===== src/rtl/wbn_arbiter.sv =====
// Round-robin Wishbone arbiter: N masters share one slave port. Ownership lasts a whole
// cyc assertion. Grant decisions are registered, and the owner's requests pass through combinationally.
module wbn_arbiter #(
  parameter int AW = 32,
  parameter int DW = 32,
  parameter int SW = DW / 8,
  parameter int N  = 2
) (
  input  logic            clk,
  input  logic            rst,
  input  logic [N-1:0]    m_cyc,
  input  logic [N-1:0]    m_we,
  input  logic [N-1:0]    m_stb,
  input  logic [N*AW-1:0] m_adr,
  input  logic [N*SW-1:0] m_sel,
  input  logic [N*DW-1:0] m_dat_w,
  output logic [DW-1:0]   m_dat_r,
  output logic [N-1:0]    m_ack,
  output logic [N-1:0]    m_err,
  output logic [N-1:0]    m_rty,
  output logic            s_cyc,
  output logic            s_we,
  output logic            s_stb,
  output logic [AW-1:0]   s_adr,
  output logic [SW-1:0]   s_sel,
  output logic [DW-1:0]   s_dat_w,
  input  logic [DW-1:0]   s_dat_r,
  input  logic            s_ack,
  input  logic            s_err,
  input  logic            s_rty,
  output logic [N-1:0]    gnt
);
  localparam int IW = (N > 2) ? $clog2(N) : 1;

  typedef enum logic { IDLE = 1'b0, BUSY = 1'b1 } state_e;

  state_e        state_q, state_d;
  logic [IW-1:0] owner_q, owner_d;
  logic [IW-1:0] ptr_q, ptr_d;
  logic [N-1:0]  gnt_q, gnt_d;
  logic [IW-1:0] pick, idx;
  logic          found;

  // First requester at or after the pointer, wrapping modulo N.
  always_comb begin
    pick  = ptr_q;
    found = 1'b0;
    idx   = '0;
    for (int i = 0; i < N; i++) begin
      idx = IW'((int'(ptr_q) + i) % N);
      if (!found && m_cyc[idx]) begin
        pick  = idx;
        found = 1'b1;
      end
    end
  end

  always_comb begin
    // NOTE: every signal driven here gets a default first, so no path leaves it unassigned and infers a latch.
    state_d = state_q;
    owner_d = owner_q;
    ptr_d   = ptr_q;
    gnt_d   = gnt_q;
    unique case (state_q)
      IDLE: begin
        if (|m_cyc) begin
          state_d     = BUSY;
          owner_d     = pick;
          gnt_d       = '0;
          gnt_d[pick] = 1'b1;
        end
      end
      BUSY: begin
        if (!m_cyc[owner_q]) begin
          state_d = IDLE;
          gnt_d   = '0;
          ptr_d   = (int'(owner_q) == N - 1) ? '0 : owner_q + 1'b1;
        end
      end
      default: state_d = IDLE;
    endcase
  end

  // NOTE: state flops use non-blocking assignments so each one samples the pre-edge values.
  always_ff @(posedge clk or negedge rst) begin
    if (!rst) begin
      state_q <= IDLE;
      owner_q <= '0;
      ptr_q   <= '0;
      gnt_q   <= '0;
    end else begin
      state_q <= state_d;
      owner_q <= owner_d;
      ptr_q   <= ptr_d;
      gnt_q   <= gnt_d;
    end
  end

  // The slave side sees only the owner. Outside BUSY, every slave request output reads zero.
  always_comb begin
    s_cyc   = 1'b0;
    s_stb   = 1'b0;
    s_we    = 1'b0;
    s_adr   = '0;
    s_sel   = '0;
    s_dat_w = '0;
    if (state_q == BUSY) begin
      s_cyc   = m_cyc[owner_q];
      s_stb   = m_stb[owner_q];
      s_we    = m_we[owner_q];
      s_adr   = m_adr[int'(owner_q) * AW +: AW];
      s_sel   = m_sel[int'(owner_q) * SW +: SW];
      s_dat_w = m_dat_w[int'(owner_q) * DW +: DW];
    end
  end

  // gnt_q is one-hot on the owner, so masking with it routes termination to the owner alone.
  assign m_ack   = {N{s_ack}} & gnt_q;
  assign m_err   = {N{s_err}} & gnt_q;
  assign m_rty   = {N{s_rty}} & gnt_q;
  assign m_dat_r = s_dat_r;
  assign gnt     = gnt_q;

endmodule


===== config.mk =====
export PLATFORM = sky130hd
export DESIGN_NAME = wbn_arbiter
export DESIGN_NICKNAME = d
export VERILOG_FILES = /design/src/rtl/wbn_arbiter.sv
export SDC_FILE = /design/constraint.sdc
export NUM_CORES = 1
export LEC_CHECK = 0
export BUFFER_PORTS_ARGS = -buffer_cell sky130_fd_sc_hd__buf_2
export CAP_MARGIN = 20
export CORE_AREA = 2 2 113 115
export DETAILED_ROUTE_END_ITERATION = 8
export DIE_AREA = 0 0 115 117
export GPL_TIMING_DRIVEN = 0
export MAX_ROUTING_LAYER = met4
export PLACE_DENSITY = 0.49
export SLEW_MARGIN = 15
export SYNTH_ARGS = -nofsm -noshare
export SYNTH_HDL_FRONTEND = slang
export SYNTH_SLANG_ARGS = --single-unit

===== constraint.sdc =====
create_clock -name clk -period 2.95 [get_ports clk]
set_input_delay 0 -clock clk [delete_from_list [all_inputs] [get_ports clk]]
set_output_delay 0 -clock clk [all_outputs]
set_load 0.005 [all_outputs]

==> results.sh, run 1 <==
export IMPL_status="complete, no violations"
export IMPL_ys_ff_latch=5
export IMPL_slew_headroom_pct=74.6
export IMPL_setup_ws_ps=1410
export IMPL_gr_usage_all_layers_pct=8.47
export IMPL_hp_class="input pin to async pin"
export IMPL_synth_edf_count=0
export IMPL_yosysWarnings=0
export IMPL_overflow=0
export IMPL_cts_sinks=5
export IMPL_clk_pin_slew_ps=30
export IMPL_drc=0
export IMPL_multiInputGateArea_um2=1120
export IMPL_nets=668
export IMPL_cts_root_buf="clkbuf_16"
export IMPL_antenna_found_initial=0
export IMPL_final_cell_area_um2=3240
export IMPL_n_antenna_cell=0
export IMPL_cts_buffers=3
export IMPL_p_leak_nw=2.06
export IMPL_syn_avg_cell_area_um2=7.41
export IMPL_skew_ps=0.366
export IMPL_dr_pass1_iters=4
export IMPL_gp_congestion=0.707
export IMPL_power_density_nw_per_um2=629
export IMPL_synthesis_area_um2=1680
export IMPL_via_per_inst=3.81
export IMPL_rsz0062_at_grt="false"
export IMPL_synth_distinct_cells=24
export IMPL_htreeDepth=1
export IMPL_critical_path_class="flip-flop to primary output"
export IMPL_clkLatencyLatePin_ps=220
export IMPL_vias=2428
export IMPL_drive_gt1_share_pct=63.5
export IMPL_dp_hpwl_um=6030
export IMPL_io_buffers=257
export IMPL_antenna_left=0
export IMPL_power_total_mw=2.04
export IMPL_grt_first_pass_wirelength_um=8870
export IMPL_ys_seq_area_share_pct=7.47
export IMPL_min_period_ps=1540
export IMPL_hold_viol=0
export IMPL_ir_drop_mv=0.263
export IMPL_ctsHoldBuffers=1
export IMPL_grt_pass1_vias=1920
export IMPL_syn_nets=405
export IMPL_arrival_ps=1540
export IMPL_cts_max_path_buffers=2
export IMPL_maxSlewViolCount=0
export IMPL_async_flop_share_pct=100
export IMPL_utilization_pct=26.3
export IMPL_place_area_um2=3150
export IMPL_io_pins=290
export IMPL_drv_cap=0
export IMPL_nFillCells=1351
export IMPL_critPathMaxFanout=10
export IMPL_cp_required_ps=2950
export IMPL_num_rows=41
export IMPL_seqCellArea_um2=125
export IMPL_wl_um=6900
export IMPL_areaGrowthSynthToFinish_pct=93.3
export IMPL_grt_max_degree=11
export IMPL_synth_ff_type="dfrtp_1"
export IMPL_drt_initial_drc_count=20
export IMPL_die_area_um2=13500
export IMPL_critPathLaunchType="flip-flop"
export IMPL_pre_cts_ws_ps=1600
export IMPL_synth_cells=226
export IMPL_worst_pin_slew_ps=381
export IMPL_core_um2=12300
export IMPL_die_width_um=115
export IMPL_cts_tree="yes"
export IMPL_post_cts_setup_buffers=0
export IMPL_die_y_um=117
export IMPL_fmax_mhz=650
export IMPL_post_route_period_util_pct=52.1
export IMPL_setup_tns_final_ps=0
export IMPL_start_util_pct=13.6
export IMPL_setup_violations=0
export IMPL_cts_resized=0
export IMPL_crit_path_end_kind="primary output"
export IMPL_wl_per_cell_um=10.8
export IMPL_worst_r2r_path_depth=5
[flip-flops by register name (all words and copies together) (netlist names)]
name and count:
gnt 2, owner_q 1, ptr_q 1, state_q 1
[cell usage after synthesis (2+ instances only)]
cell,number,area share (%)
a31oi_1,2,0.75
o21ai_1,2,0.60
and2_1,6,2.2
dfrtp_1,5,7.5
inv_1,2,0.45
buf_12,4,4.8
buf_4,36,16
nand2_1,5,1.1
nor2_1,70,16
nand2b_1,2,0.75
mux2i_1,70,42
a21oi_1,4,1.2
buf_2,7,2.1
[worst max-delay path, stage by stage (launching register included)]
cell,delay (ps)
dfrtp_1,350
buf_4,160
inv_2,50
buf_2,250
buf_2,290
nor2_1,80
buf_2,130
[final timing paths]
| kind | start | end | slack (ps) |
|---|---|---|---|
| worst min register to register | gnt[0] | gnt[0] | 560 |
| max in group asynchronous | rst | gnt[0] | 2700 |
| worst max-delay path | state_q | s_dat_w[17] | 1410 |
| worst min-delay path | rst | gnt[1] | 120 |
| min in group clk | m_cyc[0] | gnt[1] | 130 |
| worst max register to register | state_q | gnt[1] | 1780 |
[through the flow]
stage / hold slack, ps / cells
3_3_place_gp: -182 / 633
6_report: 120 / 638
4_1_cts: 123 / 638
2_1_floorplan: -296 / 226
3_5_place_dp: -180 / 633
5_1_grt: 138 / 638
[cell families (layout without fill, tap and decap cells)]
| kind of cell | after synthesis | after routing | share of synthesized area, % |
|---|---|---|---|
| buffers and inverters | 53 | 315 | 25.5 |
| and+or+nand+nor | 87 | 87 | 21.4 |
| muxes | 70 | 70 | 41.8 |
| AOI/OAI and AO/OA | 11 | 11 | 3.81 |
| DFF | 5 | 5 | 7.47 |
[placed cells by master, fill, tap and decap left out, drive strengths merged, types with 2 or more instances in the layout]
cell,netlist,layout
mux2i,70,70
nand2b,2,2
clkbuf,1,5
nor2,70,70
buf,49,306
a31oi,2,2
inv,3,3
dfrtp,5,5
nand2,5,5
o21ai,3,3
a21oi,4,4
and2,6,6
[routing by layer]
metal,global-route usage [%],part of all wire (%),vias up
met5,-,0,-
met3,0.721,8.4,2
met2,16.2,53,156
met1,9.65,38,1027
li1,-,-,1243
met4,1.77,0.13,0
[where the power goes]
part	total [mW]	switching (mW)	internal (mW)
Combinational	1.70	0.794	0.901
Clock	0.219	0.0399	0.179
Sequential	0.123	0.0250	0.0984
[layout make-up]
class | count | area share, %
Timing Repair Buffer | 258 | 40.0
Multi-Input combinational cell | 168 | 34.7
Clock buffer | 4 | 2.43
Buffer | 50 | 12.8
Tap cell | 150 | 5.80
Inverter | 3 | 0.348
Sequential cell | 5 | 3.86
Power figures use the tool's default switching activity.
==> inputs of run 2 (changes only) <==
--- a/config.mk
+++ b/config.mk
@@ -7,12 +7,12 @@
 export LEC_CHECK = 0
 export BUFFER_PORTS_ARGS = -buffer_cell sky130_fd_sc_hd__buf_2
 export CAP_MARGIN = 20
-export CORE_AREA = 2 2 113 115
+export CORE_AREA = 2 2 114 116
 export DETAILED_ROUTE_END_ITERATION = 8
-export DIE_AREA = 0 0 115 117
+export DIE_AREA = 0 0 116 118
 export GPL_TIMING_DRIVEN = 0
 export MAX_ROUTING_LAYER = met4
-export PLACE_DENSITY = 0.49
+export PLACE_DENSITY = 0.48
 export SLEW_MARGIN = 15
 export SYNTH_ARGS = -nofsm -noshare
 export SYNTH_HDL_FRONTEND = slang
==> constraint.sdc (replaced) <==
create_clock -name clk -period 1.5 [get_ports clk]
set_input_delay 0 -clock clk [delete_from_list [all_inputs] [get_ports clk]]
set_output_delay 0 -clock clk [all_outputs]
set_load 0.005 [all_outputs]
==> results.sh, run 2 (synthesis gave the netlist of run 1 again) <==
export IMPL_cts_tree="yes"
export IMPL_slew_headroom_pct=86.4
export IMPL_cts_buffers=3
export IMPL_skew_ps=0.657
export IMPL_io_buffers=257
export IMPL_power_density_nw_per_um2=1240
export IMPL_cts_sinks=5
export IMPL_grt_max_degree=11
export IMPL_min_period_ps=1430
export IMPL_critical_path_class="flip-flop to primary output"
export IMPL_maxSlewViolCount=0
export IMPL_die_y_um=118
export IMPL_gp_congestion=0.775
export IMPL_cts_root_buf="clkbuf_16"
export IMPL_die_width_um=116
export IMPL_largest_register_ffs=2
export IMPL_status="complete, no violations"
export IMPL_antenna_left=0
export IMPL_setup_ws_ps=72.5
export IMPL_vias=2487
export IMPL_io_pins=290
export IMPL_setup_tns_final_ps=0
export IMPL_core_um2=12400
export IMPL_start_util_pct=13.5
export IMPL_n_antenna_cell=0
export IMPL_layout_commonest_cell="buf_2"
export IMPL_place_area_um2=3180
export IMPL_final_cell_area_um2=3290
export IMPL_drive_gt1_share_pct=63.9
export IMPL_crit_path_end_kind="primary output"
export IMPL_grt_pass1_vias=2263
export IMPL_hp_class="input pin to flip-flop"
export IMPL_utilization_pct=26.5
export IMPL_dr_pass1_iters=6
export IMPL_cp_required_ps=1500
export IMPL_gr_usage_all_layers_pct=9.79
export IMPL_grt_first_pass_wirelength_um=10500
export IMPL_drv_cap=0
export IMPL_dp_hpwl_um=6690
export IMPL_rsz0062_at_grt="false"
export IMPL_die_area_um2=13700
export IMPL_antenna_found_initial=0
export IMPL_htreeDepth=1
export IMPL_areaGrowthSynthToFinish_pct=96.3
export IMPL_critPathMaxFanout=10
export IMPL_post_cts_setup_buffers=0
export IMPL_pre_cts_ws_ps=167
export IMPL_drc=0
export IMPL_post_route_period_util_pct=95.2
export IMPL_hold_viol=0
export IMPL_mostFrequentLayoutCells="buf_2, nor2_1, mux2i_1"
export IMPL_fmax_mhz=701
export IMPL_num_rows=41
export IMPL_p_leak_nw=2.07
export IMPL_clkLatencyLatePin_ps=230
export IMPL_drt_initial_drc_count=58
export IMPL_cts_max_path_buffers=2
export IMPL_via_per_inst=3.77
export IMPL_clk_pin_slew_ps=30
export IMPL_overflow=0
export IMPL_setup_violations=0
export IMPL_wl_per_cell_um=11.6
export IMPL_worst_pin_slew_ps=203
export IMPL_nets=668
export IMPL_arrival_ps=1430
export IMPL_wl_um=7630
export IMPL_critPathLaunchType="flip-flop"
export IMPL_ir_drop_mv=0.558
==> run 2: changes by cell type in the layout (fill, tap and decap cells not counted) <==
cell and change:
buf_4 +3, mux2i_1 -1, clkbuf_1 -1, mux2i_2 +1, clkbuf_4 +4, clkbuf_2 +1, buf_2 -7
==> run 2: critical path, cell delays in order, from the launching register on <==
cell     delay (ps)
dfrtp_1         340
buf_6           140
buf_12          160
buf_12          150
mux2i_2         220
nor2_1           60
buf_2           120
==> run 2: what timing repair did <==
item | CTS | global route
hold buffers | 1 | 0
setup endpoints to repair | 60 | 24
pin swaps | 0 | 0
resized for setup | 3 | 7
hold endpoints to repair | 5 | 0
==> run 2: final cells by class <==
cell class	count	area, µm²
fill	1396	9130
timing repair buffer	258	1300
multi-input combinational	168	1130
buffer	50	434
tap	172	215
sequential	5	125
clock buffer	4	78.8
inverter	3	11.3
==> run 2: power by group <==
part / total [mW] / internal (mW) / switching [mW]
registers: 0.247 / 0.193 / 0.0539
logic: 3.39 / 1.81 / 1.58
clock network: 0.436 / 0.352 / 0.0844
==> run 2: final timing paths <==
check                              start       end  slack (ps)  cells past startpoint
worst max register to register   owner_q    gnt[0]         340                      5
worst max-delay path             owner_q  s_sel[2]          70                      6
worst min-delay path            m_cyc[0]    gnt[1]         110                      3
min in group asynchronous            rst   state_q         120                      2
max in group asynchronous            rst    gnt[0]        1250                      2
worst min register to register    gnt[0]    gnt[0]         580                      1
==> run 2: metrics by stage <==
step           total power, mW  hold slack [ps]  std cells
5_1_grt                   4.43              144        660
6_report                  4.08              113        660
3_5_place_dp              3.65             -181        655
2_1_floorplan             2.42             -296        226
4_1_cts                   4.12              115        660
3_3_place_gp              3.62             -181        655
==> run 2: layer usage <==
metal / wire length [µm] / share of wire [%] / track usage [%]
met2: 4060 / 53 / 18.9
met1: 2870 / 38 / 10.7
met5: 0 / 0 / -
met3: 649 / 8.5 / 1.08
met4: 49 / 0.64 / 1.71
